## config.mk

```make
export PLATFORM = sky130hd
export DESIGN_NAME = nibble_serial_add_ctrl_flat
export DESIGN_NICKNAME = d
export VERILOG_FILES = /design/src/rtl/nibble_serial_add_ctrl_pkg.sv /design/src/rtl/nibble_serial_add_ctrl_if.sv /design/src/rtl/nibble_serial_add_ctrl_cla_4bit.sv /design/src/rtl/nibble_serial_add_ctrl.sv /design/src/flat_wrapper.sv
export SDC_FILE = /design/constraint.sdc
export NUM_CORES = 1
export LEC_CHECK = 0
export CAP_MARGIN = 20
export CELL_PAD_IN_SITES_DETAIL_PLACEMENT = 1
export CELL_PAD_IN_SITES_GLOBAL_PLACEMENT = 1
export CORE_MARGIN = 2
export CORE_UTILIZATION = 41
export DETAILED_ROUTE_END_ITERATION = 8
export PLACE_DENSITY_LB_ADDON = 0.1
export SETUP_SLACK_MARGIN = 0.4
export SLEW_MARGIN = 10
export SYNTH_ARGS = -nofsm -noshare
export SYNTH_HDL_FRONTEND = slang
export SYNTH_SLANG_ARGS = --single-unit
```

## constraint.sdc

```tcl
create_clock -name clk -period 8 [get_ports clk]
set_input_delay 1.6 -clock clk [delete_from_list [all_inputs] [get_ports clk]]
set_output_delay 1.6 -clock clk [all_outputs]
set_load 0.01 [all_outputs]
```

## src/rtl/nibble_serial_add_ctrl_pkg.sv

```systemverilog
// Shared types and constants for the nibble-serial add/subtract sequencer.
package nibble_add_pkg;

    localparam int NIBBLE_W = 4;

    typedef enum logic [1:0] {
        IDLE = 2'd0,
        RUN  = 2'd1,
        DONE = 2'd2
    } state_e;

endpackage

```

## src/rtl/nibble_serial_add_ctrl_if.sv

```systemverilog
// Operand request / result handshake bundle between a producer-consumer and the sequencer.
interface nibble_serial_add_ctrl_if #(
    parameter int WIDTH = 16
);
    logic             in_valid;
    logic             in_ready;
    logic [WIDTH-1:0] a;
    logic [WIDTH-1:0] b;
    logic             cin;
    logic             op_sub;
    logic             out_valid;
    logic             out_ready;
    logic [WIDTH-1:0] sum;
    logic             cout;
    logic             overflow;

    modport master (
        output in_valid, a, b, cin, op_sub, out_ready,
        input  in_ready, out_valid, sum, cout, overflow
    );

    modport slave (
        input  in_valid, a, b, cin, op_sub, out_ready,
        output in_ready, out_valid, sum, cout, overflow
    );
endinterface

```

## src/rtl/nibble_serial_add_ctrl_cla_4bit.sv

```systemverilog
// Combinational 4-bit carry-lookahead adder used as the shared nibble datapath.
module cla_4bit
    import nibble_add_pkg::*;
(
    input  logic [NIBBLE_W-1:0] a_i,
    input  logic [NIBBLE_W-1:0] b_i,
    input  logic                c_i,
    output logic [NIBBLE_W-1:0] s_o,
    output logic                c_o
);
    logic [NIBBLE_W-1:0] p_s;
    logic [NIBBLE_W-1:0] g_s;
    logic [NIBBLE_W-1:0] c_s;

    assign p_s = a_i ^ b_i;
    assign g_s = a_i & b_i;

    assign c_s[0] = c_i;
    assign c_s[1] = g_s[0] | (p_s[0] & c_i);
    assign c_s[2] = g_s[1] | (p_s[1] & g_s[0]) | (p_s[1] & p_s[0] & c_i);
    assign c_s[3] = g_s[2] | (p_s[2] & g_s[1]) | (p_s[2] & p_s[1] & g_s[0])
                  | (p_s[2] & p_s[1] & p_s[0] & c_i);
    assign c_o    = g_s[3] | (p_s[3] & g_s[2]) | (p_s[3] & p_s[2] & g_s[1])
                  | (p_s[3] & p_s[2] & p_s[1] & g_s[0])
                  | (p_s[3] & p_s[2] & p_s[1] & p_s[0] & c_i);

    assign s_o = p_s ^ c_s;
endmodule

```

## src/rtl/nibble_serial_add_ctrl.sv

```systemverilog
// WIDTH-bit add/subtract sequenced over one shared 4-bit CLA, least-significant nibble first,
// with the inter-nibble carry held in a register.
module nibble_serial_add_ctrl
    import nibble_add_pkg::*;
#(
    parameter int WIDTH = 16
) (
    input  logic                    clk,
    input  logic                    rst,
    nibble_serial_add_ctrl_if.slave bus
);
    localparam int NIB   = WIDTH / NIBBLE_W;
    localparam int IDX_W = (NIB > 1) ? $clog2(NIB) : 1;
    localparam logic [IDX_W-1:0] IDX_LAST = IDX_W'(NIB - 1);

    localparam logic [1:0] ST_IDLE = 2'(IDLE);
    localparam logic [1:0] ST_RUN  = 2'(RUN);
    localparam logic [1:0] ST_DONE = 2'(DONE);

    if (((WIDTH % NIBBLE_W) != 0) || (WIDTH < 8)) begin : g_width_check
        $error("nibble_serial_add_ctrl: WIDTH must be a multiple of 4 and at least 8");
    end

    logic [1:0]       state_q, state_d;
    logic [IDX_W-1:0] idx_q, idx_d;
    logic             carry_q, carry_d;
    logic [WIDTH-1:0] a_q, a_d;
    logic [WIDTH-1:0] b_q, b_d;
    logic [WIDTH-1:0] sum_q, sum_d;
    logic             cout_q, cout_d;
    logic             ovf_q, ovf_d;

    logic [NIBBLE_W-1:0] nib_a_s;
    logic [NIBBLE_W-1:0] nib_b_s;
    logic [NIBBLE_W-1:0] nib_s_s;
    logic                nib_co_s;

    assign nib_a_s = a_q[int'(idx_q) * NIBBLE_W +: NIBBLE_W];
    assign nib_b_s = b_q[int'(idx_q) * NIBBLE_W +: NIBBLE_W];

    cla_4bit u_cla (
        .a_i (nib_a_s),
        .b_i (nib_b_s),
        .c_i (carry_q),
        .s_o (nib_s_s),
        .c_o (nib_co_s)
    );

    // Next-state and datapath register updates for the IDLE/RUN/DONE sequence.
    always_comb begin
        state_d = state_q;
        idx_d   = idx_q;
        carry_d = carry_q;
        a_d     = a_q;
        b_d     = b_q;
        sum_d   = sum_q;
        cout_d  = cout_q;
        ovf_d   = ovf_q;
        case (state_q)
            ST_IDLE: begin
                if (bus.in_valid) begin
                    // Subtract is a + ~b + 1, so the inversion and the +1 are folded in here.
                    a_d     = bus.a;
                    b_d     = bus.op_sub ? ~bus.b : bus.b;
                    carry_d = bus.op_sub ? 1'b1 : bus.cin;
                    idx_d   = {IDX_W{1'b0}};
                    state_d = ST_RUN;
                end else begin
                    state_d = ST_IDLE;
                end
            end
            ST_RUN: begin
                sum_d[int'(idx_q) * NIBBLE_W +: NIBBLE_W] = nib_s_s;
                carry_d = nib_co_s;
                if (idx_q == IDX_LAST) begin
                    cout_d  = nib_co_s;
                    ovf_d   = (a_q[WIDTH-1] == b_q[WIDTH-1]) && (nib_s_s[NIBBLE_W-1] != a_q[WIDTH-1]);
                    state_d = ST_DONE;
                end else begin
                    idx_d = idx_q + IDX_W'(1);
                end
            end
            ST_DONE: begin
                if (bus.out_ready) begin
                    state_d = ST_IDLE;
                end else begin
                    state_d = ST_DONE;
                end
            end
            default: begin
                state_d = ST_IDLE;
            end
        endcase
    end

    // State and datapath registers; reset wins over any handshake in the same cycle.
    always_ff @(posedge clk) begin
        if (rst) begin
            state_q <= ST_IDLE;
            idx_q   <= {IDX_W{1'b0}};
            carry_q <= 1'b0;
            a_q     <= {WIDTH{1'b0}};
            b_q     <= {WIDTH{1'b0}};
            sum_q   <= {WIDTH{1'b0}};
            cout_q  <= 1'b0;
            ovf_q   <= 1'b0;
        end else begin
            state_q <= state_d;
            idx_q   <= idx_d;
            carry_q <= carry_d;
            a_q     <= a_d;
            b_q     <= b_d;
            sum_q   <= sum_d;
            cout_q  <= cout_d;
            ovf_q   <= ovf_d;
        end
    end

    assign bus.in_ready  = (state_q == ST_IDLE) && !rst;
    assign bus.out_valid = (state_q == ST_DONE);
    assign bus.sum       = sum_q;
    assign bus.cout      = cout_q;
    assign bus.overflow  = ovf_q;
endmodule

```

## src/flat_wrapper.sv

```systemverilog
// flat-port wrapper written by rule: the top's interface ports become plain ports
module nibble_serial_add_ctrl_flat import nibble_add_pkg::*;
#(
    parameter int WIDTH = 16
)
  (clk, rst, bus_in_valid, bus_a, bus_b, bus_cin, bus_op_sub, bus_out_ready, bus_in_ready, bus_out_valid, bus_sum, bus_cout, bus_overflow);
  nibble_serial_add_ctrl_if #(.WIDTH(WIDTH)) bus_i ();
  input  logic clk;
  input  logic rst;
  input wire logic [$bits(bus_i.in_valid)-1:0] bus_in_valid;
  input wire logic [$bits(bus_i.a)-1:0] bus_a;
  input wire logic [$bits(bus_i.b)-1:0] bus_b;
  input wire logic [$bits(bus_i.cin)-1:0] bus_cin;
  input wire logic [$bits(bus_i.op_sub)-1:0] bus_op_sub;
  input wire logic [$bits(bus_i.out_ready)-1:0] bus_out_ready;
  output wire logic [$bits(bus_i.in_ready)-1:0] bus_in_ready;
  output wire logic [$bits(bus_i.out_valid)-1:0] bus_out_valid;
  output wire logic [$bits(bus_i.sum)-1:0] bus_sum;
  output wire logic [$bits(bus_i.cout)-1:0] bus_cout;
  output wire logic [$bits(bus_i.overflow)-1:0] bus_overflow;
  assign bus_i.in_valid = bus_in_valid;
  assign bus_i.a = bus_a;
  assign bus_i.b = bus_b;
  assign bus_i.cin = bus_cin;
  assign bus_i.op_sub = bus_op_sub;
  assign bus_i.out_ready = bus_out_ready;
  assign bus_in_ready = bus_i.in_ready;
  assign bus_out_valid = bus_i.out_valid;
  assign bus_sum = bus_i.sum;
  assign bus_cout = bus_i.cout;
  assign bus_overflow = bus_i.overflow;
  nibble_serial_add_ctrl #(.WIDTH(WIDTH)) u_core (.clk(clk), .rst(rst), .bus(bus_i));
endmodule
```

* Word level (Yosys, flattened, before mapping)
Index checks and enable logic that the tools add are counted.
** Word-level totals
- Register bits :: 55
- Bits of input ports :: 38
- Output and inout port bits :: 20
- Word-level logic and storage cells :: 73
** Operators by class
- Add/subtract/negate cells :: 2
- Equality and inequality tests :: 8
- Shift-type cells :: 4
- Muxes and demuxes :: 12
- Bitwise operators :: 30
- Reductions and logical operators :: 9
** Operator list (count)
- 4-bit negation with 33-bit output :: 1
- 4-bit by 33-bit variable shift with 16-bit output, first input constant :: 1
- 4-bit by 33-bit variable part select with 16-bit output :: 1
- 16-bit by 5-bit variable part select with 4-bit output :: 2
- 1-bit bitwise AND :: 16
- 16-bit bitwise mux :: 1
- 16-bit two-way mux :: 1
- 16-bit NOT :: 1
- 1-bit bitwise OR :: 10
- 2-bit two-way mux :: 4
- 4-bit XOR :: 2
- 2-bit case mux with 3 select lines :: 1
- 2-bit AND reduction :: 3
- 4-bit bitwise AND :: 1
- 2-bit equality test, second input constant :: 2
- 2-bit != test, second input constant :: 2
- 2-bit case mux with 2 select lines :: 1
- 1-bit two-way mux :: 3
- 3-bit AND reduction :: 1
- 2-bit by 1-bit adder with 2-bit output, second input constant :: 1
- 2-bit by 1-bit equality test with 1-bit output, second input constant :: 1
- 1-bit logical AND :: 2
- 2-bit zero test :: 1
- 2-bit by 1-bit != test with 1-bit output, second input constant :: 1
- other kinds (5) :: 5

* Longest topological paths before layout
Gate-level depths: netlist of the first run.
- Depth after elaboration :: 9
- Mapped depth :: 7
- Gate-level depth less buffers :: 6

* Hierarchy
Synthesis of the first run repeated with hierarchy kept, for this count alone.
** Second synthesis, totals
- Cells, all modules :: 274
- Area total of the unflattened synthesis :: 2541.2 um^2
** Modules (own cells, without submodules)
- nibble_serial_add_ctrl :: times used 1, cells an instance 257, area an instance 2393.5 um^2, seq. area each 1101.1 um^2
- cla_4bit :: times used 1, cells an instance 17, area an instance 147.6 um^2, seq. area each 0.0 um^2

* Worst setup path before layout of the first run
OpenSTA, ideal clock, no wires.
- Path kind :: input -> output
- Start :: input rst
- End :: output bus_in_ready
- Arrival time :: 2049 ps
- Required time :: 6400 ps
- Path slack :: 4351 ps
- Cell stages on the path :: 2
- Buffers on the path :: 1
- Cell sequence :: clkbuf_1 nor3_1
** On the way
- Word-level cells in the longest chain between the ends :: 2
** Ends and longest elaborated chain
- start: declaration :: line flat_wrapper.sv:9 : input logic rst;
- 1-bit zero test :: line nibble_serial_add_ctrl.sv:119 : assign bus.in_ready = (state_q == ST_IDLE) && !rst;
- 1-bit logical AND :: line nibble_serial_add_ctrl.sv:119
- end: declaration :: line flat_wrapper.sv:16 : output wire logic [$bits(bus_i.in_ready)-1:0] bus_in_ready;
Every way passes these cells.

* Worst setup path after layout of the first run
Ends and elaborated chain as after synthesis.

==> qor.csv, run 1 <==
metric,value,unit
Std-Cell Rows,29,
critical path arrival,3.00,ns
RSZ-0062 raised after global routing,false,
Final Hold Vio Count,0,
1st-iter DRT viols,68,
Pwr per Cell Area,188.9,nW/um2
"Max FO, Critical Path",58,
sequential cell area fraction in the yosys report,41.24,%
cell count after synthesis,277,
Final ANT Viol Nets,0,
largest net degree at the start of global routing,59,
Leakage,1.233,nW
"Power, Total",0.6360,mW
Hold Crit Start,u_core.a_q[0]$_SDFFE_PP0P_,
mapped cell area,2670,um2
total die area,7174,um2
CP endpoint kind,primary output,
crit start category,primary input,
Port Buffers,57,
fraction of layout cells with a size suffix above 1,8.025,%
drt total wl,6187,um
initial antenna violation count,0,
CTS Buf Count,5,
fmax,0.2176,GHz
first-pass GRT wire length,10300,um
"CTS clk-pin slew, worst paths",0.09,ns
final critical-path share of the clock period,57.45,%
drt drc,0,
# clock sinks,55,
leading area contributor after synthesis,dfxtp_1,
worst-case clock buffer depth,2,
critical path required time,6.40,ns
clk_skew,0.01243,ns
Starting Density,42.29,%
Core ar.,6314,um2
Final nets,373,
synthesized net count,327,
worst-skew pair later-pin latency,0.31,ns
register bit total from synthesis,55,
synth cell count leaders,"dfxtp_1 (55), nand2_1 (38), nor2_1 (38), a21oi_1 (21)",
CTS tree,built,
Post-synth EDFFs,0,
HP Class,register to register,
DRT Pass-1 Iters,4,
status,completed,
syn avg cell area,9.639,um2
DIE WIDTH,84.70,um
cts hold-fix bufs,0,
capture point of the worst reg-to-reg path,u_core.bus.cout$_SDFFE_PP0P_,
max cap viols,0,
GRT Overall Usage,18.01,%
Area contributors post-synth,"dfxtp_1 (41%), mux4_2 (6.7%), nand2_1 (5.3%), nor2_1 (5.3%), xnor2_1 (5.2%)",
Chip Height,84.70,um
gpl congestion,0.7786,
Post-CTS Resized,0,
hold endpoint,u_core.a_q[0]$_SDFFE_PP0P_,
reg2reg setup slack,4.96,ns
Routed WL per cell,15.43,um
hold path depth,2,
post-CTS setup buffers,0,
vias in the first global route,2132,
R2R depth,6,
Tmin final,4.596,ns
num ports,58,
most frequent cell after synthesis,dfxtp_1,
Vias,2155,
filler cell count,722,
n_diodes,0,
share of the synthesized area in the top cell type,41.24,%
fin. max-slew vios,0,
grt ovf,0,
Rel. slew slack,30.18,%
library cells used by synthesis,42,
Syn. warnings,0,
VDD IR-drop max,0.00007599,V
worst slew pin tran,1.047,ns
setup_tns,0,ns
CP Class,primary input to primary output,
Area Growth Syn to Fin,26.10,%
Clock H-tree levels,2,
vias per cell,5.374,
Main synth FF type,dfxtp_1,
fraction of registers with async set/reset,0,%
CTS root buffer,clkbuf_8,
Finish-stage setup viols,0,
HPWL after detailed placement,4361,um
Critical R2R Launch,u_core.idx_q[0]$_SDFFE_PP0P_,
## metrics by stage
stage	hold WS [ns]	utilization [%]	area [um2]	setup slack (ns)	instances
after floorplan	0.4331	-	2670	4.351	277
after global placement	0.4406	51.23	3234	3.373	393
after detailed placement	0.4477	51.23	3234	3.365	393
after CTS	0.4619	53.33	3367	3.364	401
after global routing	0.4718	53.33	3367	3.261	401
final	0.4594	53.33	3367	3.404	401
## area by class of cell
cell class              count  area [um2]  area share, %
well taps                  77       96.34          2.861
clock buffers               6       72.57          2.155
flip-flops and latches     55        1101          32.70
multi-input cells         199        1449          43.03
clock inverters             2       60.06          1.784
inverters                   4       15.01         0.4459
repair buffers             58       573.1          17.02
## report_power, final
| part | internal, mW | switching, mW | leakage [nW] |
|---|---|---|---|
| clock | 0.125 | 0.0913 | 0.0654 |
| sequential | 0.289 | 0.0137 | 0.450 |
| combinational | 0.0564 | 0.0604 | 0.717 |
## layout by cell type, fill, tap and decap left out, types with 4 or more instances in the layout
cell	synthesis	routed
a211oi_1	16	16
a21oi_1	21	21
a22oi_1	8	8
a32oi_1	9	9
clkbuf_8	0	5
clkdlybuf4s50_1	0	56
dfxtp_1	55	55
ha_1	11	11
inv_1	4	4
mux4_2	8	8
nand2_1	38	38
nor2_1	38	38
xnor2_1	16	16
## cell families (layout without fill, tap and decap cells)
logic type / after synthesis / count (layout) / share of synthesized area [%]
simple gates: 96 / 96 / 17.67
compound gates: 66 / 66 / 18.14
flops: 55 / 55 / 41.24
buf+inv: 23 / 70 / 4.732
xor+xnor: 17 / 17 / 5.576
fa+ha+maj: 12 / 12 / 5.904
mux: 8 / 8 / 6.748
## sequential cells by signal, summed over array words and instances (netlist names)
register and flops:
u_core.a_q 16, u_core.b_q 16, u_core.bus.cout 1, u_core.bus.overflow 1, u_core.bus.sum 16, u_core.carry_q 1, u_core.idx_q 2, u_core.state_q 2
## per-layer routing
metal  vias up  global-route usage [%]  routed length (um)
met5         -                       0                   0
met4         0                   6.061                  89
met3         8                   2.655                 186
met2        44                   31.21                3038
met1      1022                   22.97                2873
li1       1081                       -                   -
## worst max-delay path by stage
stage,from,end,slack (ns),depth (start not counted)
6_report,rst,bus_in_ready,3.40,3
5_1_grt,rst,bus_in_ready,3.26,3
4_1_cts,rst,bus_in_ready,3.36,3
3_5_place_dp,rst,bus_in_ready,3.37,3
3_3_place_gp,rst,bus_in_ready,3.37,3
2_1_floorplan,rst,bus_in_ready,4.35,2
## critical path, stage by stage
cell and delay (ns):
buf_2 0.78, nor3_1 0.09, clkdlybuf4s50_1 0.52
Power figures use the tool's default switching activity.
==> inputs of run 2 (changes only) <==
--- a/config.mk
+++ b/config.mk
@@ -9,7 +9,7 @@
 export CELL_PAD_IN_SITES_DETAIL_PLACEMENT = 1
 export CELL_PAD_IN_SITES_GLOBAL_PLACEMENT = 1
 export CORE_MARGIN = 2
-export CORE_UTILIZATION = 41
+export CORE_UTILIZATION = 35
 export DETAILED_ROUTE_END_ITERATION = 8
 export PLACE_DENSITY_LB_ADDON = 0.1
 export SETUP_SLACK_MARGIN = 0.4
==> constraint.sdc (replaced) <==
create_clock -name clk -period 4.05 [get_ports clk]
set_input_delay 0.81 -clock clk [delete_from_list [all_inputs] [get_ports clk]]
set_output_delay 0.81 -clock clk [all_outputs]
set_load 0.01 [all_outputs]
==> run 2 against run 1 <==
Net effect: first-iteration DRC count rose by 10%; via count decreased by 1.4%; non-clock buffer count up 2; flip-flop and latch count is the same; combinational power increased by 100%; setup slack got worse by 2.1 ns; clock power rose by 53%; worst hold slack worse by 0.00082 ns; critical path depth grew 3; utilization is 7.3 points lower.
==> qor.csv, run 2 (synthesis gave the netlist of run 1 again) <==
metric,value,unit,change
RSZ-0062 raised after global routing,false,,
Starting Density,36.42,%,-5.9 points
"Slowest-stage cell, CP",dfxtp_1,,
critical path required time,4.25,ns,-2.15 ns
Core ar.,7331,um2,+16%
Tmin final,2.793,ns,
fmax,0.3581,GHz,
gpl congestion,0.7823,,+0.48%
fin. max-slew vios,0,,unchanged
Sw Ratio,27.71,%,+1.7 points
"CTS clk-pin slew, worst paths",0.09,ns,about the same
first-pass GRT wire length,11260,um,+9.3%
1st-iter DRT viols,75,,+10%
worst slew pin tran,1.021,ns,-0.02620 ns
grt ovf,0,,unchanged
num ports,58,,unchanged
Final Hold Vio Count,0,,unchanged
Internal Power,0.8405,mW,+79%
DIE WIDTH,91.34,um,+7.8%
Post-CTS Resized,0,,unchanged
final instance area,3377,um2,+0.30%
drt total wl,6689,um,+8.1%
GRT Overall Usage,16.98,%,-1.0 points
Psw,0.3221,mW,+95%
Leakage,1.229,nW,-0.31%
fraction of layout cells with a size suffix above 1,8.589,%,+0.56 points
final critical-path share of the clock period,68.95,%,
HP Class,register to register,,
Worst path top cell family by delay,compound AO/OA/AOI/OAI gates,,
CTS Buf Count,5,,unchanged
CP Class,register to register,,
Chip Height,91.34,um,+7.8%
critical path arrival,2.99,ns,about the same
Final ANT Viol Nets,0,,unchanged
crit start category,register,,
DRT Pass-1 Iters,4,,unchanged
n_diodes,0,,unchanged
"Max FO, Critical Path",13,,-78%
Std-Cell Rows,31,,+6.9%
critical path's largest stage delay,0.72,ns,-0.06 ns
"commonest non-fill, non-tap cell in the layout",clkdlybuf4s50_1,,
status,completed,,
Final nets,375,,+0.54%
Finish-stage setup viols,0,,unchanged
Area Growth Syn to Fin,26.48,%,
Port Buffers,57,,unchanged
total die area,8343,um2,+16%
Vias,2124,,-1.4%
Flop pwr share,51.3,%,+3.7 points
Bufs and invs on worst path,0,,-2
Clock power frac,28.4,%,-5.6 points
max cap viols,0,,unchanged
critical-path cell list,mux4_2 > ha_1 > a21oi_1 > a2bb2oi_2 > a2111o_1 > nand3_1,,
Pwr per Cell Area,344.3,nW/um2,+82%
post-CTS setup buffers,0,,unchanged
CTS root buffer,clkbuf_8,,
# clock sinks,55,,unchanged
Clock H-tree levels,2,,unchanged
vias per cell,4.998,,-7.0%
vias in the first global route,2245,,+5.3%
HPWL after detailed placement,4894,um,+12%
CTS tree,built,,
most frequent cells in the layout,"clkdlybuf4s50_1 (56), dfxtp_1 (55), nor2_1 (38), nand2_1 (38), a21oi_1 (21)",,
Combinational Power Share,20.3,%,+1.9 points
CP endpoint kind,register,,
reg2reg setup slack,1.26,ns,-3.70 ns
worst-case clock buffer depth,2,,unchanged
drt drc,0,,unchanged
Placed Area,3277,um2,+1.3%
largest net degree at the start of global routing,58,,-1.7%
VDD IR-drop max,0.0001340,V,+76%
filler cell count,853,,+18%
clk_skew,0.004129,ns,-0.008300 ns
cts hold-fix bufs,0,,unchanged
initial antenna violation count,0,,unchanged
worst-skew pair later-pin latency,0.31,ns,about the same
Routed WL per cell,15.74,um,+2.0%
setup_tns,0,ns,unchanged
Rel. slew slack,31.72,%,+1.5 points
[run 2: cell count changes in the layout (fill, tap and decap cells not counted)]
cell / before / now
bufinv_16: 2 / 0
buf_4: 1 / 3
clkbuf_8: 5 / 7
[run 2: metrics by stage]
step | setup WS (ns) | cells | hold slack, ns | utilization [%] | power, mW
2_1_floorplan | 1.559 | 277 | 0.4331 | - | 0.7602
3_3_place_gp | 1.388 | 417 | 0.4420 | 44.70 | 0.8412
3_5_place_dp | 1.327 | 417 | 0.4477 | 44.70 | 0.8453
6_report | 1.257 | 425 | 0.4586 | 46.07 | 1.163
5_1_grt | 1.079 | 425 | 0.4828 | 46.07 | 1.228
4_1_cts | 1.268 | 425 | 0.4610 | 46.07 | 1.174
[run 2: layer usage]
metal | share of wire, % | global-route usage (%)
met3 | 3.3 | 3.320
met2 | 48 | 28.33
met4 | 1.0 | 4.167
met5 | 0 | 0
met1 | 48 | 22.63
[run 2: final cells by class]
class                   instances  area, um2  share of cell area (%)
well taps                      99      123.9                   3.668
multi-input cells             199       1449                   42.90
clock buffers                   8      100.1                   2.964
repair buffers                 60      588.1                   17.41
flip-flops and latches         55       1101                   32.60
inverters                       4      15.01                  0.4446
[run 2: worst reg2reg max path, stage by stage (launching register included)]
cell and delay, ns:
dfxtp_1 0.72, mux4_2 0.64, ha_1 0.35, a21oi_1 0.32, a2bb2oi_2 0.38, a2111o_1 0.20
nand3_1 0.07
[run 2: path summary, 6_finish.rpt]
check                               start                          endpoint  depth (start not counted)
max          u_core.idx_q[1]$_SDFFE_PP0P_  u_core.bus.overflow$_SDFFE_PP0P_                          6
min           u_core.a_q[10]$_SDFFE_PP0P_       u_core.a_q[10]$_SDFFE_PP0P_                          2
max reg2reg  u_core.idx_q[1]$_SDFFE_PP0P_  u_core.bus.overflow$_SDFFE_PP0P_                          6
min reg2reg   u_core.a_q[10]$_SDFFE_PP0P_       u_core.a_q[10]$_SDFFE_PP0P_                          2
[run 2: power groups by stage]
| stage | sequential [mW] | combinational, mW | clock [mW] |
|---|---|---|---|
| 4_1_cts | 0.597 | 0.238 | 0.339 |
| 5_1_grt | 0.600 | 0.263 | 0.364 |
| 3_3_place_gp | 0.608 | 0.233 | 0 |
| 3_5_place_dp | 0.609 | 0.236 | 0 |
| 6_report | 0.596 | 0.237 | 0.330 |
| 2_1_floorplan | 0.598 | 0.163 | 0 |
